File: src/rtl/reset_sequencer.sv
// Staged reset release: memory, then register file, then CPU core, then sys_ready.
// A soft-reset handshake re-sequences the register file and core while memory stays up.
module reset_sequencer #(
    parameter int unsigned STAGE_CYCLES    = 16,
    parameter int unsigned SOFT_RST_CYCLES = 8,
    parameter int unsigned CNT_W           = 8
) (
    input  logic       sys_clk,
    input  logic       rst,
    input  logic       soft_rst_req,
    output logic       soft_rst_ack,
    output logic       mem_rst_n,
    output logic       reg_rst_n,
    output logic       core_rst_n,
    output logic       sys_ready,
    output logic [2:0] stage
);

    typedef enum logic [2:0] {
        RESET     = 3'd0,
        WAIT_MEM  = 3'd1,
        WAIT_REG  = 3'd2,
        WAIT_CORE = 3'd3,
        RUN       = 3'd4,
        SOFT      = 3'd5
    } state_t;

    localparam logic [CNT_W-1:0] STAGE_LAST = CNT_W'(STAGE_CYCLES - 1);
    localparam logic [CNT_W-1:0] SOFT_LAST  = CNT_W'(SOFT_RST_CYCLES - 1);

    state_t           state, state_nx;
    logic [CNT_W-1:0] cnt, cnt_nx;
    logic             armed, armed_nx;
    logic             mem_nx, reg_nx, core_nx, ready_nx, ack_nx;

    always_ff @(posedge sys_clk or posedge rst) begin
        if (rst) begin
            state        <= RESET;
            cnt          <= '0;
            armed        <= 1'b0;
            mem_rst_n    <= 1'b0;
            reg_rst_n    <= 1'b0;
            core_rst_n   <= 1'b0;
            sys_ready    <= 1'b0;
            soft_rst_ack <= 1'b0;
        end else begin
            state        <= state_nx;
            cnt          <= cnt_nx;
            armed        <= armed_nx;
            mem_rst_n    <= mem_nx;
            reg_rst_n    <= reg_nx;
            core_rst_n   <= core_nx;
            sys_ready    <= ready_nx;
            soft_rst_ack <= ack_nx;
        end
    end

    always_comb begin
        state_nx = state;
        cnt_nx   = cnt;
        mem_nx   = mem_rst_n;
        reg_nx   = reg_rst_n;
        core_nx  = core_rst_n;
        ready_nx = sys_ready;
        ack_nx   = 1'b0;
        // A low sample re-arms in every state; only an acceptance disarms.
        armed_nx = soft_rst_req ? armed : 1'b1;
        case (state)
            RESET: begin
                state_nx = WAIT_MEM;
                cnt_nx   = '0;
                mem_nx   = 1'b0;
                reg_nx   = 1'b0;
                core_nx  = 1'b0;
                ready_nx = 1'b0;
            end
            WAIT_MEM: begin
                if (cnt == STAGE_LAST) begin
                    mem_nx   = 1'b1;
                    state_nx = WAIT_REG;
                    cnt_nx   = '0;
                end else begin
                    cnt_nx = cnt + 1'b1;
                end
            end
            WAIT_REG: begin
                if (cnt == STAGE_LAST) begin
                    reg_nx   = 1'b1;
                    state_nx = WAIT_CORE;
                    cnt_nx   = '0;
                end else begin
                    cnt_nx = cnt + 1'b1;
                end
            end
            WAIT_CORE: begin
                if (cnt == STAGE_LAST) begin
                    core_nx  = 1'b1;
                    ready_nx = 1'b1;
                    state_nx = RUN;
                    cnt_nx   = '0;
                end else begin
                    cnt_nx = cnt + 1'b1;
                end
            end
            RUN: begin
                if (soft_rst_req && armed) begin
                    state_nx = SOFT;
                    reg_nx   = 1'b0;
                    core_nx  = 1'b0;
                    ready_nx = 1'b0;
                    ack_nx   = 1'b1;
                    armed_nx = 1'b0;
                    cnt_nx   = '0;
                end
            end
            SOFT: begin
                if (cnt == SOFT_LAST) begin
                    state_nx = WAIT_REG;
                    cnt_nx   = '0;
                end else begin
                    cnt_nx = cnt + 1'b1;
                end
            end
            default: begin
                state_nx = RESET;
                cnt_nx   = '0;
                mem_nx   = 1'b0;
                reg_nx   = 1'b0;
                core_nx  = 1'b0;
                ready_nx = 1'b0;
            end
        endcase
    end

    assign stage = state;

endmodule

File: config.mk
export PLATFORM = sky130hd
export DESIGN_NAME = reset_sequencer
export DESIGN_NICKNAME = d
export VERILOG_FILES = /design/src/rtl/reset_sequencer.sv
export SDC_FILE = /design/constraint.sdc
export NUM_CORES = 1
export LEC_CHECK = 0
export CORE_MARGIN = 2
export CORE_UTILIZATION = 45
export CTS_BUF_LIST = sky130_fd_sc_hd__clkbuf_4 sky130_fd_sc_hd__clkbuf_8
export DETAILED_ROUTE_END_ITERATION = 7
export GPL_TIMING_DRIVEN = 0
export PLACE_DENSITY = 0.75
export SLEW_MARGIN = 15
export SYNTH_ARGS = -nofsm -noshare
export SYNTH_HDL_FRONTEND = slang
export SYNTH_SLANG_ARGS = --single-unit
File: constraint.sdc
create_clock -name sys_clk -period 1.4 [get_ports sys_clk]
set_input_delay 0.21 -clock sys_clk [delete_from_list [all_inputs] [get_ports sys_clk]]
set_output_delay 0.21 -clock sys_clk [all_outputs]
set_load 0.005 [all_outputs]
==> Word-level counts from Yosys, hierarchy flattened <==
Cells that the tools add are included.
{ "classes": {"add_sub_neg": 1, "n_eq_ne": 12, "n_bitwise": 3, "reduce_logical": 10, "mux": 20} }
{ "op_table": {"columns": ["op", "count"], "rows": [
  ["two-way mux 8 bit", 3],
  ["one-hot mux 8 bit (3 select lines)", 1],
  ["one-hot mux 3 bit (6 select lines)", 1],
  ["two-way mux 3 bit", 5],
  ["inequality test 2 bit, second input constant", 5],
  ["OR reduction 3 bit", 3],
  ["adder 8 x 1 -> 8 bit, second input constant", 1],
  ["== test 8 x 3 -> 1 bit, second input constant", 1],
  ["== test 8 x 4 -> 1 bit, second input constant", 1],
  ["two-way mux 1 bit", 7],
  ["== test 3 x 2 -> 1 bit, second input constant", 2],
  ["== test 3 bit, second input constant", 2],
  ["one-hot mux 1 bit (3 select lines)", 2],
  ["AND reduction 3 bit", 2],
  ["AND reduction 5 bit", 1],
  ["OR reduction 4 bit", 1],
  ["== test 3 x 1 -> 1 bit, second input constant", 1],
  ["logical NOT 3 bit", 1],
  ["NOT 1 bit", 3],
  ["one-hot mux 1 bit (2 select lines)", 1],
  ["AND reduction 2 bit", 1],
  ["logical AND 1 bit", 1]
]} }
{ "totals": {"output_inout_bits": 8, "register_bits": 16, "word_cells": 53, "input_bits": 3} }

==> Depth between registers and ports, before layout <==
{ "logic_depth": {"depth_word": 4, "mapped_depth": 6, "depth_no_buf": 5} }

==> Least setup slack after synthesis <==
Ideal clock, no wire load.
{ "synth_timing": {"path_kind": "reg-to-reg", "start": "register state[1] (netlist: stage[1])", "end": "register state[0] (netlist: stage[0])", "setup_slack_ns": -0.045, "synth_period_minus_slack_ns": 1.445, "arrival_ns": 1.326, "stages_incl_launch_ff": 6, "setup_time_ns": 0.120, "n_path_buf": 1, "required_time_ns": 1.280, "path_cell_list": "dfrtp_1 > buf_2 > nor2_2 > nand3_1 > a32o_1 > a31o_1"} }
{ "synth_via": {"elab_chain_len": 3, "word_cells_on_any_way": 13, "classes_between": "eq/ne (10); mux (1); reduce/logical (2)"} }
{ "synth_lines": {"columns": ["item", "line_no", "rtl"], "rows": [
  ["start: declaration", "31", "state_t state, state_nx;"],
  ["start signal: assignment", "47", "state <= state_nx;"],
  ["== test 3 bit (tied with other cells)", "68", "case (state)"],
  ["inequality test 2 bit (no line)", null, null],
  ["AND reduction 5 bit (no line)", null, null]
]} }
Several ways; a longest one is shown, not always the timed one.
A chain may end at the register's enable or synchronous reset.

==> Worst setup path after layout <==
{ "layout_timing": {"start": "register cnt[0]", "end": "register state[2] (netlist: stage[2])"} }
{ "layout_via": {"elab_chain_len": 3, "word_cells_on_any_way": 7, "classes_between": "eq/ne (6); reduce/logical (1)"} }
{ "layout_lines": {"columns": ["item", "line_no", "rtl"], "rows": [
  ["start: declaration", "32", "logic [CNT_W-1:0] cnt, cnt_nx;"],
  ["start signal: assignment", "48", "cnt <= cnt_nx;"],
  ["== test 8 x 3 -> 1 bit or == test 8 x 4 -> 1 bit (tied branches)", null, null],
  ["inequality test 2 bit (no line)", null, null],
  ["AND reduction 5 bit (no line) (*)", null, null]
]} }
Mark *: on every way between the ends. The rest lies on a longest branch, timed or not.

==> results.cfg <==
[die]
initial_core_util_pct = 46.48
rows = 16
core_um2 = 1922
die_area_um2 = 2358
top_level_ports = 11
die_h_um = 48.56
die_w_um = 48.56

[logic_synthesis]
synth.top_cell.area_share_pct = 44.82
syn_area_um2 = 893.4
yosys.cell_types.count = 31
synth-seq-cells = 16
synth_area_leaders = dfrtp_1 45%, a31oi_1 5.6%, o21ai_0 3.9%
async_reset_ff_share_pct = 100.0
ys_seq_area_share_pct = 44.82
avgSynthCellArea_um2 = 9.404
synth_largest_area_cell = dfrtp_1
synth-edff-count = 0
yosys_warnings = 0
synth_flop_cell = dfrtp_1
yosysMostFrequentCell = dfrtp_1
synthCells = 95
synth_nets = 99
synthTopCellsByCount = 16 x dfrtp_1, 9 x nand2_1, 8 x a31oi_1

[clocking]
clk-insertion-delay-late_ns = 0.29
cts_buffers = 3
cts.sinks = 16
cts.clk_slew.worst_paths_ns = 0.09
cts_tree = built
cts-htree-levels = 1
cts.path.max_buffers = 2
root_buffer = clkbuf_4

[setup_path]
crit_fanout = 5
required_ns = 1.56
critPathKind = flip-flop to flip-flop
startpoint_type = flip-flop
endpoint_kind = flip-flop
crit_arrival_ns = 1.69

[pwr]
ir_worst_vdd_mv = 0.5021
p_clk_share_pct = 32.7
intPower_w = 0.0005759
cellPowerDensity_nw_per_um2 = 582.1
leakage_nw = 0.5609
p_switching_w = 0.0001656
power_frac_comb_pct = 4.9
seq_power_share_pct = 62.4
switching_share_pct = 22.33

[detailed_routing]
route.detailed.drc = 0
drt_wl_total_mm = 2.373
met2WireLength_mm = 1.220
met1_length_mm = 1.031
postRouteAntennaNets = 0
vias_per_cell = 5.800
dr.pass1.iters = 4
maxUsedRoutingLayer = met4
drt_iter0_markers = 40
met3WireLength_um = 90
vias = 870
wl_per_cell_um = 15.82

[layout]
multiInputGateArea_um2 = 529.3
stdcell_area_um2 = 1274
seq_area_um2 = 404.1
fillCellCount = 141
area_delta_synth_final_pct = 42.58
finish.utilization_pct = 66.28
nNetsFinal = 129
antenna_cells = 0
drive_gt1_share_pct = 34.96

[timing]
fmax_mhz = 649.6
hold_viol = 0
drv_slew = 0
timing.final.ws_setup_ns = -0.1395
worst_pin_slew_ns = 0.6347
setup_viol = 13
post-route-period-util_pct = 110.0
slew_headroom_pct = 57.64
rsz0062_at_grt = yes
skew_ns = 0.005568
period_needed_ns = 1.539

[worst_hold_path]
hp-class = input port to async pin

[place]
dpl_cell_area_um2 = 1035
place_ws_ns = -0.1662
place.gp.congestion = 0.8668
hpwl_mm = 1.342
portBuffers = 10

[global_routing]
grtUsageTotal_pct = 20.73
gr-total-overflow = 0
grt_pass1_vias = 863
antenna_found_initial = 0
grt_max_degree = 17
grt_pass1_wl_mm = 3.843

[flow_run]
maxCapViolCount = 0

[status]
outcome = finished with violations
failed_checks = negative setup slack
-- routing by layer --
layer / up-vias / GRT usage (%)
met2: 25 / 35.19
met4: 0 / 10.48
li1: 413 / -
met3: 4 / 2.469
met1: 428 / 26.10
met5: - / 0
-- power by group through the flow --
| stage | Combinational [W] | Sequential (W) | Clock, W |
|---|---|---|---|
| floorplan | 0.0000203 | 0.000472 | 0 |
| global placement | 0.0000325 | 0.000472 | 0 |
| detailed placement | 0.0000328 | 0.000472 | 0 |
| CTS | 0.0000358 | 0.000463 | 0.000254 |
| global route | 0.0000405 | 0.000463 | 0.000264 |
| finish | 0.0000362 | 0.000463 | 0.000243 |
-- worst max-delay path, cell delays in order (launching register included) --
cell	delay, ns
dfrtp_1	0.42
ha_4	0.20
and3_1	0.22
and2_2	0.24
o211ai_1	0.18
o221ai_1	0.14
-- cell type report --
type,instances,share of cell area [%]
Sequential cell,16,31.73
Inverter,6,1.768
Buffer,5,3.831
Timing Repair Buffer,25,16.70
Tap cell,27,2.652
Multi-Input combinational cell,68,41.55
Clock buffer,3,1.768
-- timing repair --
action | in CTS | in global routing
setup endpoints to repair | 18 | 15
hold buffers | 0 | 0
pin swaps | 8 | 4
setup buffers | 13 | 2
resized for setup | 26 | 6
endpoints found under the hold margin | 0 | 0
-- kinds of logic (layout without fill, tap and decap cells) --
family / Yosys count / count (layout) / synth area share [%]
flops: 16 / 16 / 44.82
compound gates: 34 / 34 / 25.49
buf+inv: 11 / 39 / 6.582
mux: 1 / 1 / 1.120
simple gates: 32 / 32 / 20.59
fa+ha+maj: 1 / 1 / 1.400
-- sequential cells by signal (all words and copies together) (netlist names) --
name          count
sys_ready         1
reg_rst_n         1
armed             1
cnt               8
stage             3
mem_rst_n         1
soft_rst_ack      1
-- layout by cell type, fill, tap and decap left out, drive strengths merged, types with 2 or more instances in the layout --
cell           Yosys  routed
a21oi              6       6
clkdlybuf4s50      0       7
and3               5       5
nor2b              2       2
dlygate4sd2        0       2
nand2              9       9
a32o               2       2
buf                5      20
a31oi              8       8
clkbuf             0       3
nor2               4       4
inv                6       6
nand3b             3       3
dfrtp             16      16
o21ai             10      10
nand3              6       6
-- final timing paths --
| check | from | to | slack (ns) | depth (start not counted) |
|---|---|---|---|---|
| worst max-delay path | cnt[0] | stage[2] | -0.14 | 5 |
| min in group sys_clk | soft_rst_req | armed | 0.52 | 2 |
| worst min-delay path | rst | cnt[2] | 0.29 | 2 |
| worst max register to register | cnt[0] | stage[2] | -0.14 | 5 |
| max in group asynchronous | rst | stage[0] | 0.66 | 2 |
| worst min register to register | reg_rst_n | reg_rst_n | 0.55 | 2 |
-- metrics by stage --
stage / hold WS (ns) / power, W / std cells / setup TNS, ns
CTS: 0.3062 / 0.0007522 / 148 / -0.6274
floorplan: 0.1237 / 0.0004921 / 95 / -0.1783
detailed placement: 0.5235 / 0.0005046 / 132 / -1.764
global placement: 0.5073 / 0.0005043 / 132 / -1.446
finish: 0.2907 / 0.0007415 / 150 / -0.9008
global route: 0.3532 / 0.0007673 / 150 / -2.003
Power figures use the tool's default switching activity.
